File: config.mk
export PLATFORM = sky130hd
export DESIGN_NAME = seven_segment_scan_counter
export DESIGN_NICKNAME = d
export VERILOG_FILES = /design/src/rtl/seven_segment_scan_counter.sv
export SDC_FILE = /design/constraint.sdc
export NUM_CORES = 1
export LEC_CHECK = 0
export ABC_AREA = 0
export CAP_MARGIN = 20
export CORE_ASPECT_RATIO = 1.4
export CORE_UTILIZATION = 39
export DETAILED_ROUTE_END_ITERATION = 8
export HOLD_SLACK_MARGIN = 0.05
export PLACE_DENSITY = 0.6
export SKIP_LAST_GASP = 1
export SLEW_MARGIN = 40
export SYNTH_ARGS = -nofsm -noshare
export SYNTH_HDL_FRONTEND = slang
export SYNTH_SLANG_ARGS = --single-unit
File: constraint.sdc
create_clock -name clk_100_Mhz -period 3.5 [get_ports clk_100_Mhz]
set_input_delay 0.525 -clock clk_100_Mhz [delete_from_list [all_inputs] [get_ports clk_100_Mhz]]
set_output_delay 0.525 -clock clk_100_Mhz [all_outputs]
set_load 0.1 [all_outputs]
File: src/rtl/seven_segment_scan_counter.sv
`default_nettype none
// ============================================================================
// Module   : seven_segment_scan_counter
// Purpose  : N-digit hex/BCD up/down counter, multiplexed onto a
//            common-anode seven-segment display. Optional leading-zero
//            blanking via SEVEN_SEG_LEADING_ZERO_BLANK_EN.
// Revision : 1.0 - initial release
// ============================================================================
module seven_segment_scan_counter #(
    parameter int NUM_DIGITS    = 4,
    parameter int REFRESH_COUNT = 100000,
    parameter int TICK_DIV      = 100000000
) (
    input  logic                    clk_100_Mhz,
    input  logic                    reset,
    input  logic                    count_enable,
    input  logic                    count_up,
    input  logic                    mode_bcd,
    input  logic                    load,
    input  logic [4*NUM_DIGITS-1:0] load_value,
    output logic [NUM_DIGITS-1:0]   anode_bits,
    output logic [6:0]              seven_segments_LED_output,
    output logic [3:0]              LED_binary_coded_decimal,
    output logic [4*NUM_DIGITS-1:0] HEX_display_digits,
    output logic                    wrap
);

    localparam int CW        = 4 * NUM_DIGITS;
    localparam int SCAN_W    = (NUM_DIGITS > 1) ? $clog2(NUM_DIGITS) : 1;
    localparam int REFRESH_W = $clog2(REFRESH_COUNT);
    localparam int TICK_W    = $clog2(TICK_DIV);

    logic [REFRESH_W-1:0] refresh_q, refresh_d;
    logic [SCAN_W-1:0]    scan_q, scan_d;
    logic [TICK_W-1:0]    tick_cnt_q, tick_cnt_d;
    logic [CW-1:0]        count_q, count_d;
    logic                 wrap_q, wrap_d;
    logic                 mode_prev_q;

    logic                 tick;
    logic [CW-1:0]        bcd_next;
    logic                 bcd_carry;
    logic [CW-1:0]        load_sat;
    logic [3:0]           nib;
    logic [6:0]           seg_raw;

    always_comb begin
        refresh_d = refresh_q + REFRESH_W'(1);
        scan_d    = scan_q;
        if (refresh_q == REFRESH_W'(REFRESH_COUNT - 1)) begin
            refresh_d = '0;
            scan_d    = (scan_q == SCAN_W'(NUM_DIGITS - 1)) ? '0 : scan_q + SCAN_W'(1);
        end
        tick       = (tick_cnt_q == TICK_W'(TICK_DIV - 1));
        tick_cnt_d = tick ? '0 : tick_cnt_q + TICK_W'(1);
    end

    // Decimal ripple: carry (up) or borrow (down) propagates while digits roll over.
    always_comb begin
        bcd_next  = count_q;
        bcd_carry = 1'b1;
        load_sat  = load_value;
        for (int i = 0; i < NUM_DIGITS; i++) begin
            if (bcd_carry) begin
                if (count_up) begin
                    if (count_q[4*i +: 4] == 4'd9) begin
                        bcd_next[4*i +: 4] = 4'd0;
                    end else begin
                        bcd_next[4*i +: 4] = count_q[4*i +: 4] + 4'd1;
                        bcd_carry          = 1'b0;
                    end
                end else begin
                    if (count_q[4*i +: 4] == 4'd0) begin
                        bcd_next[4*i +: 4] = 4'd9;
                    end else begin
                        bcd_next[4*i +: 4] = count_q[4*i +: 4] - 4'd1;
                        bcd_carry          = 1'b0;
                    end
                end
            end
            if (load_value[4*i +: 4] > 4'd9) begin
                load_sat[4*i +: 4] = 4'd9;
            end
        end
    end

    always_comb begin
        count_d = count_q;
        wrap_d  = 1'b0;
        if (mode_bcd != mode_prev_q) begin
            count_d = '0;
        end else if (load) begin
            count_d = mode_bcd ? load_sat : load_value;
        end else if (tick && count_enable) begin
            if (mode_bcd) begin
                count_d = bcd_next;
                wrap_d  = bcd_carry;
            end else if (count_up) begin
                count_d = count_q + CW'(1);
                wrap_d  = &count_q;
            end else begin
                count_d = count_q - CW'(1);
                wrap_d  = ~|count_q;
            end
        end
    end

    // Previous mode tracks the input even in reset so release never looks like a mode change.
    always_ff @(posedge clk_100_Mhz) begin
        mode_prev_q <= mode_bcd;
        if (reset) begin
            refresh_q  <= '0;
            scan_q     <= '0;
            tick_cnt_q <= '0;
            count_q    <= '0;
            wrap_q     <= 1'b0;
        end else begin
            refresh_q  <= refresh_d;
            scan_q     <= scan_d;
            tick_cnt_q <= tick_cnt_d;
            count_q    <= count_d;
            wrap_q     <= wrap_d;
        end
    end

    assign nib = count_q[4*scan_q +: 4];

    always_comb begin
        case (nib)
            4'h0:    seg_raw = 7'b0000001;
            4'h1:    seg_raw = 7'b1001111;
            4'h2:    seg_raw = 7'b0010010;
            4'h3:    seg_raw = 7'b0000110;
            4'h4:    seg_raw = 7'b1001100;
            4'h5:    seg_raw = 7'b0100100;
            4'h6:    seg_raw = 7'b0100000;
            4'h7:    seg_raw = 7'b0001111;
            4'h8:    seg_raw = 7'b0000000;
            4'h9:    seg_raw = 7'b0000100;
            4'hA:    seg_raw = 7'b0001000;
            4'hB:    seg_raw = 7'b1100000;
            4'hC:    seg_raw = 7'b0110001;
            4'hD:    seg_raw = 7'b1000010;
            4'hE:    seg_raw = 7'b0110000;
            default: seg_raw = 7'b0111000;
        endcase
    end

`ifdef SEVEN_SEG_LEADING_ZERO_BLANK_EN
    logic [NUM_DIGITS-1:0] blank;
    logic                  upper_zero;

    // A digit is blank when it and every more-significant digit are zero; digit 0 always shows.
    always_comb begin
        blank      = '0;
        upper_zero = 1'b1;
        for (int i = NUM_DIGITS - 1; i > 0; i--) begin
            upper_zero = upper_zero & (count_q[4*i +: 4] == 4'd0);
            blank[i]   = upper_zero;
        end
    end

    assign seven_segments_LED_output = blank[scan_q] ? 7'b1111111 : seg_raw;
`else
    assign seven_segments_LED_output = seg_raw;
`endif

    assign anode_bits               = ~(NUM_DIGITS'(1) << scan_q);
    assign LED_binary_coded_decimal = nib;
    assign HEX_display_digits       = count_q;
    assign wrap                     = wrap_q;

endmodule
`default_nettype wire

==> results of run 1 <==
-- synth_stat cells (all sizes together), types with 3 or more instances --
library cell / instances
inv: 24
and4: 4
and2: 5
nand2b: 11
o21ai: 36
nand2: 77
nor2b: 7
nor2: 90
a211oi: 8
nor4: 4
or4: 3
o311ai: 3
o2111ai: 6
clkbuf: 31
o21a: 3
mux4: 4
a311oi: 5
or2: 4
o22ai: 6
o31ai: 3
nand3: 37
xnor2: 21
buf: 6
a21oi: 47
o211ai: 5
nor3: 18
or3: 16
dfxtp: 64
ha: 27
and3: 6
xor2: 30
nand3b: 3
nand4: 11
mux2i: 3
a31oi: 9
-- critical path, cell delays in order --
cell	delay, ps
clkdlybuf4s50_1	550
inv_1	180
ha_1	380
nor2b_1	210
o2111ai_1	120
nand3_1	210
a41oi_1	230
or4b_2	650
nand3_1	100
a221oi_1	70
-- flip-flops by register name, indices dropped and copies added (netlist names) --
name	flops
tick_cnt_q	27
refresh_q	17
HEX_display_digits	16
scan_q	2
mode_prev_q	1
wrap	1
-- routing by layer --
layer | up-vias | track usage [%]
met5 | - | 0
met4 | 0 | 11.61
met3 | 41 | 5.228
met2 | 153 | 39.48
met1 | 2343 | 24.42
li1 | 2459 | -
-- stage by stage --
step                util [%]  instances  power (mW)
global route           47.26        858       2.291
floorplan                  -        667       1.205
global placement       45.56        842       1.347
finish                 47.26        858       2.190
CTS                    47.26        858       2.207
detailed placement     44.99        842       1.346
-- path summary, 6_finish.rpt --
path	slack, ps	to	from	depth (start not counted)
setup / recovery	430	HEX_display_digits[14]	count_up	10
hold / removal	460	tick_cnt_q[0]	tick_cnt_q[0]	1
setup reg to reg	670	HEX_display_digits[14]	HEX_display_digits[0]	9
hold reg to reg	460	tick_cnt_q[0]	tick_cnt_q[0]	1
-- logic make-up after synthesis --
group           Yosys count  share of synthesized area [%]
compound gates          151                          19.80
xor+xnor                 51                          9.098
fa+ha+maj                28                          7.288
buf+inv                  61                          4.740
flops                    64                          26.10
mux                       9                          2.905
simple gates            303                          30.07
-- area by class of cell --
| cell class | instances | area (um^2) | area share (%) |
|---|---|---|---|
| Multi-Input combinational cell | 542 | 3460 | 59.46 |
| Sequential cell | 64 | 1306 | 22.45 |
| Timing Repair Buffer | 62 | 495.5 | 8.516 |
| Clock inverter | 7 | 53.80 | 0.9247 |
| Clock buffer | 9 | 225.2 | 3.871 |
| Tap cell | 150 | 187.7 | 3.226 |
| Inverter | 24 | 90.09 | 1.548 |
-- power by group --
group	internal (mW)	leakage (nW)	switching, mW
Combinational	0.179	1.55	0.360
Sequential	0.745	0.526	0.0492
Clock	0.484	0.128	0.372
Total	1.41	2.21	0.781
==> flow_summary_export.csv, run 1 <==
group,metric,value,unit
synth,syn_area,4910,um^2
timing,maxSlewHeadroom,48.34,%
power,peakVddDrop,0.2336,mV
setup_path,cp_data_arrival_time,3260,ps
cts,cts_buffers,9,
synth,ys.flop_type,"dfxtp_1",
setup_path,critPathKind,"input pin to flop",
timing,rsz0062_at_grt,"no",
global_routing,grt_pass1_wl,23320,um
cts,hold_buffers,0,
routing,met1Wirelength,5671,um
routing,first_pass_iters,5,
cells_and_area,drive_above_1_share,13.56,%
global_routing,grt_max_degree,27,
routing,antenna_left,0,
min_path,min_path_type,"flop to flop",
routing,highest_layer,"met4",
synth,synthTopCellsByArea,"dfxtp_1 26%, ha_1 6.9%, nor2_1 6.8%, nand2_1 5.8%, xor2_1 5.4%",
timing,worst_pin_slew,767.8,ps
cells_and_area,final_area,5818,um^2
setup_path,crit_path_start_kind,"input pin",
power,power-per-cell-area,376.4,nW/um^2
setup_path,critical_path.max_fanout,9,
routing,wl_per_cell,16.31,um
place,dp_hpwl,10290,um
synth,yosysTopAreaCellShare,26.10,%
synth,synth_edf_count,0,
cts,clock_latency,340,ps
place,placed_area,5539,um^2
floorplan,die_x,96.83,um
cells_and_area,syn_to_final_growth,18.50,%
setup_path,crit_required,3680,ps
global_routing,grt_util_all_layers,22.17,%
synth,ys_types,66,
outcome,run_status,"finished clean",
routing,wl_met2,6997,um
timing,slew_viol_final,0,
cells_and_area,final_common_cell,"nor2_1",
cts,clkTransAtPathRegs,60,ps
synth,synth.avg_cell_area,7.361,um^2
floorplan,initial_utilization,39.88,%
routing,wl_met3,753,um
cts,clock-sinks,64,
floorplan,rows,48,
cells_and_area,num-nets-final,753,
timing,fin_skew,9.239,ps
routing,wl,13990,um
floorplan,dieHeight,134.8,um
cts,ctsResizeCount,0,
timing,setup_viol,0,
setup_path,crit_path_end_kind,"flop",
floorplan,core,12310,um^2
cts,clockBufferDepth,2,
routing,vias,4996,
place,io_buffers,53,
cts,htreeDepth,3,
timing,finalSetupTns,0,ps
cells_and_area,layout_common_cells,"89 x nor2_1, 76 x nand2_1, 50 x dfxtp_1, 46 x a21oi_1, 37 x nand3_1",
floorplan,dieArea,13050,um^2
cts,cts_tree,"built",
timing,finalHoldViolCount,0,
routing,dr.first_iter.drc_count,219,
synth,ys_seq_area_share,26.10,%
timing,setup_ws,428.2,ps
floorplan,ioPinCount,54,
job,drv_cap,0,
place,dp_slack,115.5,ps
timing,fin_crit_sh,87.77,%
timing,fmax,0.3255,GHz
power,p_leak,2.209,nW
synth,yosys.area.top_type,"dfxtp_1",
timing,hold_slack,460.2,ps
synth,ys_warn_count,0,
synth,async_flop_share,0,%
global_routing,gr-total-overflow,0,
synth,syn-num-nets,717,
cts,clockRootBuffer,"clkbuf_16",
synth,synth_cells,667,
synth,synth.ff_latch_count,64,
global_routing,antenna_found_initial,0,
cells_and_area,diodes,0,
timing,min_period,3072,ps
place,gp_congestion,0.9408,
cells_and_area,fill_cells,1200,
routing,drc,0,
global_routing,grt_pass1_vias,4800,
cts,post_cts_buffers,0,
routing,via_per_inst,5.823,
(Power assumes the default switching activity.)
==> run 2, diff against run 1 <==
Settings changed: GPL_ROUTABILITY_DRIVEN set to 0.
==> results of run 2 <==
Final layout, timing and power as in run 1 (identical DEF).
